==> src/rtl/if_id_buffer.sv <==
// ---------------------------------------------------------------------------
// if_id_buffer
//
// Fetch-side buffer sitting between the IF stage and the ID stage.
//
// IF presents a fetch address on inst_addr, which also drives the address
// port of a synchronous instruction ROM. The ROM returns the word one cycle
// later on inst_rdata. This block remembers which address was accepted
// (req_pc/req_v) so that it can pair the returning word with its pc. Each
// pair is then either handed straight to ID or parked in a small FIFO.
//
// ID sees registered {id_pc, id_inst, id_valid}. When nothing real is
// available, id_inst carries a NOP. IF is back-pressured through
// if_stall. A flush (taken jump/branch) squashes everything that is in
// flight or queued.
//
// Parameters
//   DEPTH  FIFO entries (>= 2)
//   NOP    instruction driven on id_inst while id_valid is low
//
// Ports
//   clk         clock, all state updates on the rising edge
//   rst_n       asynchronous reset, active low
//   ce          fetch request from IF this cycle
//   inst_addr   fetch address from IF (also the ROM address)
//   inst_rdata  ROM data for the address presented in the previous cycle
//   flush       squash all in-flight and queued fetches
//   id_stall    ID cannot accept; id_* outputs must hold
//   if_stall    combinational back-pressure to IF (hold pc / inst_addr)
//   id_pc       pc of the instruction presented to ID
//   id_inst     instruction presented to ID
//   id_valid    id_pc / id_inst describe a real instruction
// ---------------------------------------------------------------------------
module if_id_buffer #(
    parameter int          DEPTH = 2,
    parameter logic [31:0] NOP   = 32'h0000_0013
) (
    input  logic        clk,
    input  logic        rst_n,
    input  logic        ce,
    input  logic [31:0] inst_addr,
    input  logic [31:0] inst_rdata,
    input  logic        flush,
    input  logic        id_stall,
    output logic        if_stall,
    output logic [31:0] id_pc,
    output logic [31:0] id_inst,
    output logic        id_valid
);

    localparam int CW = $clog2(DEPTH + 1);
    localparam int PW = (DEPTH > 1) ? $clog2(DEPTH) : 1;

    localparam logic [CW:0]   DEPTH_W  = (CW + 1)'(DEPTH);
    localparam logic [PW-1:0] LAST_PTR = PW'(DEPTH - 1);

    // In-flight request: address accepted at the previous edge whose
    // instruction word is on inst_rdata during this cycle.
    logic          req_v;
    logic [31:0]   req_pc;

    // FIFO bookkeeping and storage.
    logic [CW-1:0] count;
    logic [PW-1:0] wptr;
    logic [PW-1:0] rptr;
    logic [31:0]   pc_mem   [DEPTH];
    logic [31:0]   inst_mem [DEPTH];

    logic [CW:0]   occupancy;
    logic          fifo_empty;
    logic          advance;
    logic          pop;
    logic          bypass;
    logic          push;
    logic          accept;

    // Pointer increment that wraps at DEPTH, so non power-of-two depths work.
    function automatic logic [PW-1:0] ptr_inc(input logic [PW-1:0] p);
        return (p == LAST_PTR) ? '0 : p + PW'(1);
    endfunction

    // Back-pressure is deliberately conservative: it counts the in-flight
    // word as already occupying a slot and ignores a pop happening in the
    // same cycle. That way the word returning next cycle and any newly
    // accepted fetch always have somewhere to go, so the FIFO can never
    // overflow.
    assign occupancy  = {1'b0, count} + {{CW{1'b0}}, req_v};
    assign if_stall   = (occupancy >= DEPTH_W);

    // ID advances whenever it is not stalled. Flush is handled separately
    // and beats everything else.
    assign fifo_empty = (count == '0);
    assign advance    = !flush && !id_stall;
    assign pop        = advance && !fifo_empty;

    // Older queued words always go to ID first. The returning word may skip
    // the FIFO only when the queue is empty.
    assign bypass     = advance && fifo_empty && req_v;
    assign push       = !flush && req_v && !bypass;
    assign accept     = ce && !if_stall && !flush;

    // Track the outstanding ROM read. The address of a flush cycle is the
    // wrong-path address and is dropped; the jump target that IF presents
    // in the following cycle is accepted normally.
    always_ff @(posedge clk or negedge rst_n) begin
        if (!rst_n) begin
            req_v  <= 1'b0;
            req_pc <= '0;
        end else begin
            req_v <= accept;
            if (accept) begin
                req_pc <= inst_addr;
            end
        end
    end

    // FIFO occupancy and pointers. Flush empties the queue by resetting
    // the pointers; the stale storage contents are simply never read again.
    always_ff @(posedge clk or negedge rst_n) begin
        if (!rst_n) begin
            count <= '0;
            wptr  <= '0;
            rptr  <= '0;
        end else if (flush) begin
            count <= '0;
            wptr  <= '0;
            rptr  <= '0;
        end else begin
            if (push) begin
                wptr <= ptr_inc(wptr);
            end
            if (pop) begin
                rptr <= ptr_inc(rptr);
            end
            case ({push, pop})
                2'b10:   count <= count + CW'(1);
                2'b01:   count <= count - CW'(1);
                default: count <= count;
            endcase
        end
    end

    // FIFO storage. No reset: an entry is only read after it has been
    // written, because count gates every read.
    always_ff @(posedge clk) begin
        if (push) begin
            pc_mem[wptr]   <= req_pc;
            inst_mem[wptr] <= inst_rdata;
        end
    end

    // Registered ID-side outputs. While ID is stalled they hold. With
    // nothing to deliver, a bubble goes out: the NOP with the pc left
    // unchanged.
    always_ff @(posedge clk or negedge rst_n) begin
        if (!rst_n) begin
            id_valid <= 1'b0;
            id_inst  <= NOP;
            id_pc    <= '0;
        end else if (flush) begin
            id_valid <= 1'b0;
            id_inst  <= NOP;
        end else if (!id_stall) begin
            if (pop) begin
                id_valid <= 1'b1;
                id_pc    <= pc_mem[rptr];
                id_inst  <= inst_mem[rptr];
            end else if (req_v) begin
                id_valid <= 1'b1;
                id_pc    <= req_pc;
                id_inst  <= inst_rdata;
            end else begin
                id_valid <= 1'b0;
                id_inst  <= NOP;
            end
        end
    end

endmodule

==> config.mk <==
export PLATFORM = sky130hd
export DESIGN_NAME = if_id_buffer
export DESIGN_NICKNAME = d
export VERILOG_FILES = /design/src/rtl/if_id_buffer.sv
export SDC_FILE = /design/constraint.sdc
export NUM_CORES = 1
export LEC_CHECK = 0
export BUFFER_PORTS_ARGS = -buffer_cell sky130_fd_sc_hd__buf_2
export CORE_MARGIN = 4
export CORE_UTILIZATION = 57
export CTS_CLUSTER_SIZE = 25
export DETAILED_ROUTE_END_ITERATION = 8
export PLACE_DENSITY = 0.8
export SLEW_MARGIN = 20
export SYNTH_ARGS = -nofsm -noshare
export SYNTH_HDL_FRONTEND = slang
export SYNTH_SLANG_ARGS = --single-unit
==> constraint.sdc <==
create_clock -name clk -period 10.8 [get_ports clk]
set_input_delay 0.54 -clock clk [delete_from_list [all_inputs] [get_ports clk]]
set_output_delay 0.54 -clock clk [all_outputs]
set_load 0.005 [all_outputs]
# Word level (Yosys, flattened, before mapping)
# Memories as Yosys holds them, arrays and structs flattened.
# Cells that the tools add are included.
# Widths: inputs -> output; s select.
[op_classes] addsub=5 n_lt_le_gt_ge=1 muxes=20 bitwise_logic=2 n_div=0 multipliers=0 shifts=0 n_eq_ne=3 n_reduce_logical=19
[op_table] cell="$mux 32" n=6
[op_table] cell="$mux 1" n=12
[op_table] cell="$logic_and 1x1->1" n=8
[op_table] cell="$reduce_bool 2->1" n=3
[op_table] cell="$logic_not 1->1" n=5
[op_table] cell="$pmux 2 s2" n=1
[op_table] cell="$add 2x1->3" n=1
[op_table] cell="$ge 3x2->1 const B" n=1
[op_table] cell="$reduce_and 3->1" n=1
[op_table] cell="$reduce_bool 3->1" n=1
[op_table] cell="$add 1x1->1 const B" n=2
[op_table] cell="$add 2x1->2 const B" n=1
[op_table] cell="$eq 2x1->1 const B" n=1
[op_table] cell="$eq 2x2->1 const B" n=1
[op_table] cell="$logic_not 2->1" n=1
[op_table] cell="$mux 2" n=1
[op_table] cell="$ne 2x2->1 const B" n=1
[op_table] cell="$not 1->1" n=2
[op_table] cell="$sub 2x1->2 const B" n=1
[totals] mem_bits_ro=0 output_inout_bits=66 ramBits=128 latchBits=0 register_bits=102 mem_count=2
[mem_list] name="inst_mem" words=2 width=32 read_ports=1 rd_ports_with_merged_regs=0 wr=1 line="67" rtl="logic [31:0] inst_mem [DEPTH];"
[mem_list] name="pc_mem" words=2 width=32 read_ports=1 rd_ports_with_merged_regs=0 wr=1 line="66" rtl="logic [31:0] pc_mem [DEPTH];"

# Depth between registers and ports, before layout
[logic_depth] ltp_word=9 depth_mapped=6 mapped_depth_nobuf=3

# Least setup slack after synthesis
# OpenSTA, ideal clock, no wires.
[synth_timing] kind="input to register" from="input port id_stall" to="memory inst_mem[1][0], enable pin" cell_stages=4 required_ps=10133 slack_ps=2658 arrival_ps=7476 cell_sequence="buf_4 > buf_4 > nor2_1 > nor4b_1"
[synth_via] elab_chain_cells=8
[synth_rtl] element="start, declared" line="44" rtl="input logic id_stall,"
[synth_rtl] element="$logic_not 1->1"
[synth_rtl] element="$logic_and 1x1->1" line="93" rtl="assign advance = !flush && !id_stall;"
[synth_rtl] element="$logic_and 1x1->1 (2 in a row)" line="98" rtl="assign bypass = advance && fifo_empty && req_v;"
[synth_rtl] element="$logic_not 1->1" line="99" rtl="assign push = !flush && req_v && !bypass;"
[synth_rtl] element="$logic_and 1x1->1" line="99"
[synth_rtl] element="$mux 1" line="146" rtl="if (push) begin"
[synth_rtl] element="$mux 1 (not written as such)" line="148" rtl="inst_mem[wptr] <= inst_rdata;"
[synth_rtl] element="end, declared" line="67"
# Every way passes these cells.

# Worst setup path in the final report
[layout_timing] from="input port id_stall" to="register id_pc[13]"
[layout_via] elab_chain_cells=5 word_cells_on_any_way=7 classes_between="mux (1); bitwise (1); reduce/logical (5)"
[layout_rtl] element="$logic_not 1->1"
[layout_rtl] element="$logic_and 1x1->1" line="93"
[layout_rtl] element="$logic_and 1x1->1" line="94" rtl="assign pop = advance && !fifo_empty;"
[layout_rtl] element="$reduce_bool 2->1 (no line)"
[layout_rtl] element="$reduce_and 3->1 (no line)"
[layout_rtl] element="end signal, assigned" line="166" rtl="id_pc <= pc_mem[rptr];"
[layout_rtl] element="end signal, assigned" line="170" rtl="id_pc <= req_pc;"
[layout_rtl] element="end, declared" line="46" rtl="output logic [31:0] id_pc,"
# Several ways; a longest one is shown, not always the timed one.
# A chain may end at the register's enable or synchronous reset.

==> results.toml <==
[setup_path]
cp_cell_sequence = "buf_2, buf_4, nor2_4, nand3_2, o221a_2"
startpoint_type = "input port"
crit_buf_inv = 2
worstSetupEndpointType = "register"
cp_top_family = "simple AND/OR/NAND/NOR gates"
arrival_ns = 3.21
cp.required_ns = 11.18
cp_slowest_stage_delay_ns = 0.82
crit_type = "input port to register"
critPathMaxFanout = 70
worst_path_max_delay_cell = "nor2_4"

[logic_synthesis]
yosys_register_bits = 230
synthCells = 558
ys_warn_count = 0
synth.largest_area_cell = "edfxtp_1"
synthArstFlopShare = 0.443
synth_top_flop_cell = "edfxtp_1"
ys_types = 39
synth_top_area_share = 0.412
syn_avg_cell_area_um2 = 16.7
synth_area_mm2 = 0.00932
synth_edf_count = 128
yosysSeqAreaShare = 0.687
synth_fp_nets = 627
synth_area_leaders = "edfxtp_1 (41%), dfrtp_1 (27%), mux2_4 (4.7%)"

[clock_network]
cts-buffers-inserted = 22
post_cts_resize_count = 0
cts_setup_buffers = 0
cts.clk_slew.worst_paths_ns = 0.06
cts-root-buf = "clkbuf_16"
htree_levels = 1
cts.path.max_buffers = 3
cts_hold_buf = 0
clock_sinks = 230
insertion_delay_ns = 0.50
cts_tree = "done"

[sta]
fin_crit_ns = 2.83
setup-tns-final_ns = 0
worst_slew_pin_slew_ns = 1.09
maxSlewViolCount = 0
timing.final.ws_setup_ns = 7.97
hold_viol_final = 0
setup_violations = 0
slew_headroom = 0.276
clock_skew_ns = 0.00771
fmax_ghz = 0.353
rsz0062_at_grt = "no"
period_share = 0.262

[status]
status = "complete, no violations"

[place]
placed_cell_area_mm2 = 0.0100
dp_hpwl_um = 11400
dp.cells = 873
pre_cts_ws_ns = 7.45
port_buffers = 134
gp_congestion = 0.791

[global_routing]
antenna_found_initial = 1
grt_overflow = 0
grt_max_degree = 71
grt_pass1_vias = 5717
grt_pass1_wl_um = 30700
track_usage = 0.212

[hold_path]
hold_class = "input port to async pin"

[route]
ant_nets = 0
avgViaCountPerCell = 6.00
wl_um = 19400
firstDrtPassIters = 4
route.detailed.drc = 0
via_count = 5476
drt_iter0_drc = 372
routedWlPerCell_um = 21.3

[die]
core_mm2 = 0.0159
io-pin-count = 135
die_area_mm2 = 0.0185
num_rows = 46
die_h_um = 136
initial_core_util = 0.585
die_w_um = 136

[finish]
n_fill_cell = 1134
mostFrequentLayoutCells = "buf_2 (133), edfxtp_1 (128), dfrtp_1 (98)"
final_area_mm2 = 0.0108
diodes = 0
layout_commonest_cell = "buf_2"
instances_no_fill = 913
area_growth_pct = 15.9
drive_gt1_frac = 0.428
fin_nets = 750

[power_and_ir_drop]
irDropWorstVdd_mv = 0.139
p_leak_uw = 0.00420
powerDensity_mw_per_mm2 = 192

[job]
drv_cap = 0
## synth_stat cells, types with 2 or more instances
library cell	instances
a21oi_1	3
a221oi_1	16
a221oi_2	14
buf_1	3
buf_2	13
buf_4	7
buf_6	14
clkbuf_1	6
dfrtp_1	99
dfstp_2	3
edfxtp_1	128
inv_1	4
mux2_2	32
mux2_4	29
mux2i_1	35
nand3_1	35
nor2_1	3
nor2b_1	29
nor3_1	30
o21ai_0	2
o221a_2	35
## layout make-up
cell class	count	area, µm²	area share
Inverter	4	15.0	0.00139
Clock buffer	33	653	0.0605
Timing Repair Buffer	142	733	0.0679
Multi-Input combinational cell	281	2620	0.243
Clock inverter	7	108	0.00996
Tap cell	216	270	0.0250
Sequential cell	230	6400	0.593
## through the flow
stage,util,hold slack [ns],power [µW]
final,0.678,0.0507,2080
after global routing,0.678,0.0975,2150
after CTS,0.678,0.0825,2100
after detailed placement,0.630,0.491,1300
after global placement,0.630,0.481,1290
after floorplan,-,0.244,1190
## state kept, by name, summed over array words and instances (netlist names), 2 cells and up
register  count
inst_mem     64
pc_mem       64
id_inst      32
id_pc        32
req_pc       32
count         2
## kinds of logic (layout without fill, tap and decap cells)
kind of cell           after synthesis  after routing  synth area share
buffers and inverters               47            186            0.0348
XOR/XNOR                             2              2           0.00188
flip-flops                         230            230             0.687
multiplexers                        96             96             0.123
AND/OR/NAND/NOR                    108            108            0.0663
AO/OA/AOI/OAI                       75             75            0.0874
## metal layers
metal / part of all wire / GRT usage / up-vias / wire, µm
li1: - / - / 2420 / -
met1: 0.42 / 0.297 / 2802 / 8100
met2: 0.49 / 0.348 / 212 / 9510
met3: 0.069 / 0.0359 / 40 / 1330
met4: 0.023 / 0.0577 / 2 / 452
met5: 0.00067 / 0 / - / 13
## power breakdown
group	switching, µW	leakage [µW]	internal (µW)
sequential	63.3	0.00238	1010
combinational	91.8	0.00145	118
clock	308	0.000373	488
total	463	0.00420	1610
## path summary, 6_finish.rpt
kind | from | end | slack (ns) | cells past startpoint
setup / recovery | id_stall | id_pc[13] | 7.97 | 5
hold / removal | rst_n | req_pc[17] | 0.05 | 1
setup reg to reg | count[0] | id_pc[13] | 8.59 | 3
hold reg to reg | req_pc[28] | pc_mem[1][28] | 0.51 | 0
max in group asynchronous | rst_n | rptr | 9.46 | 2
min in group clk | inst_rdata[13] | inst_mem[1][13] | 0.25 | 1
No activity file was read; power rests on OpenSTA's default activity.
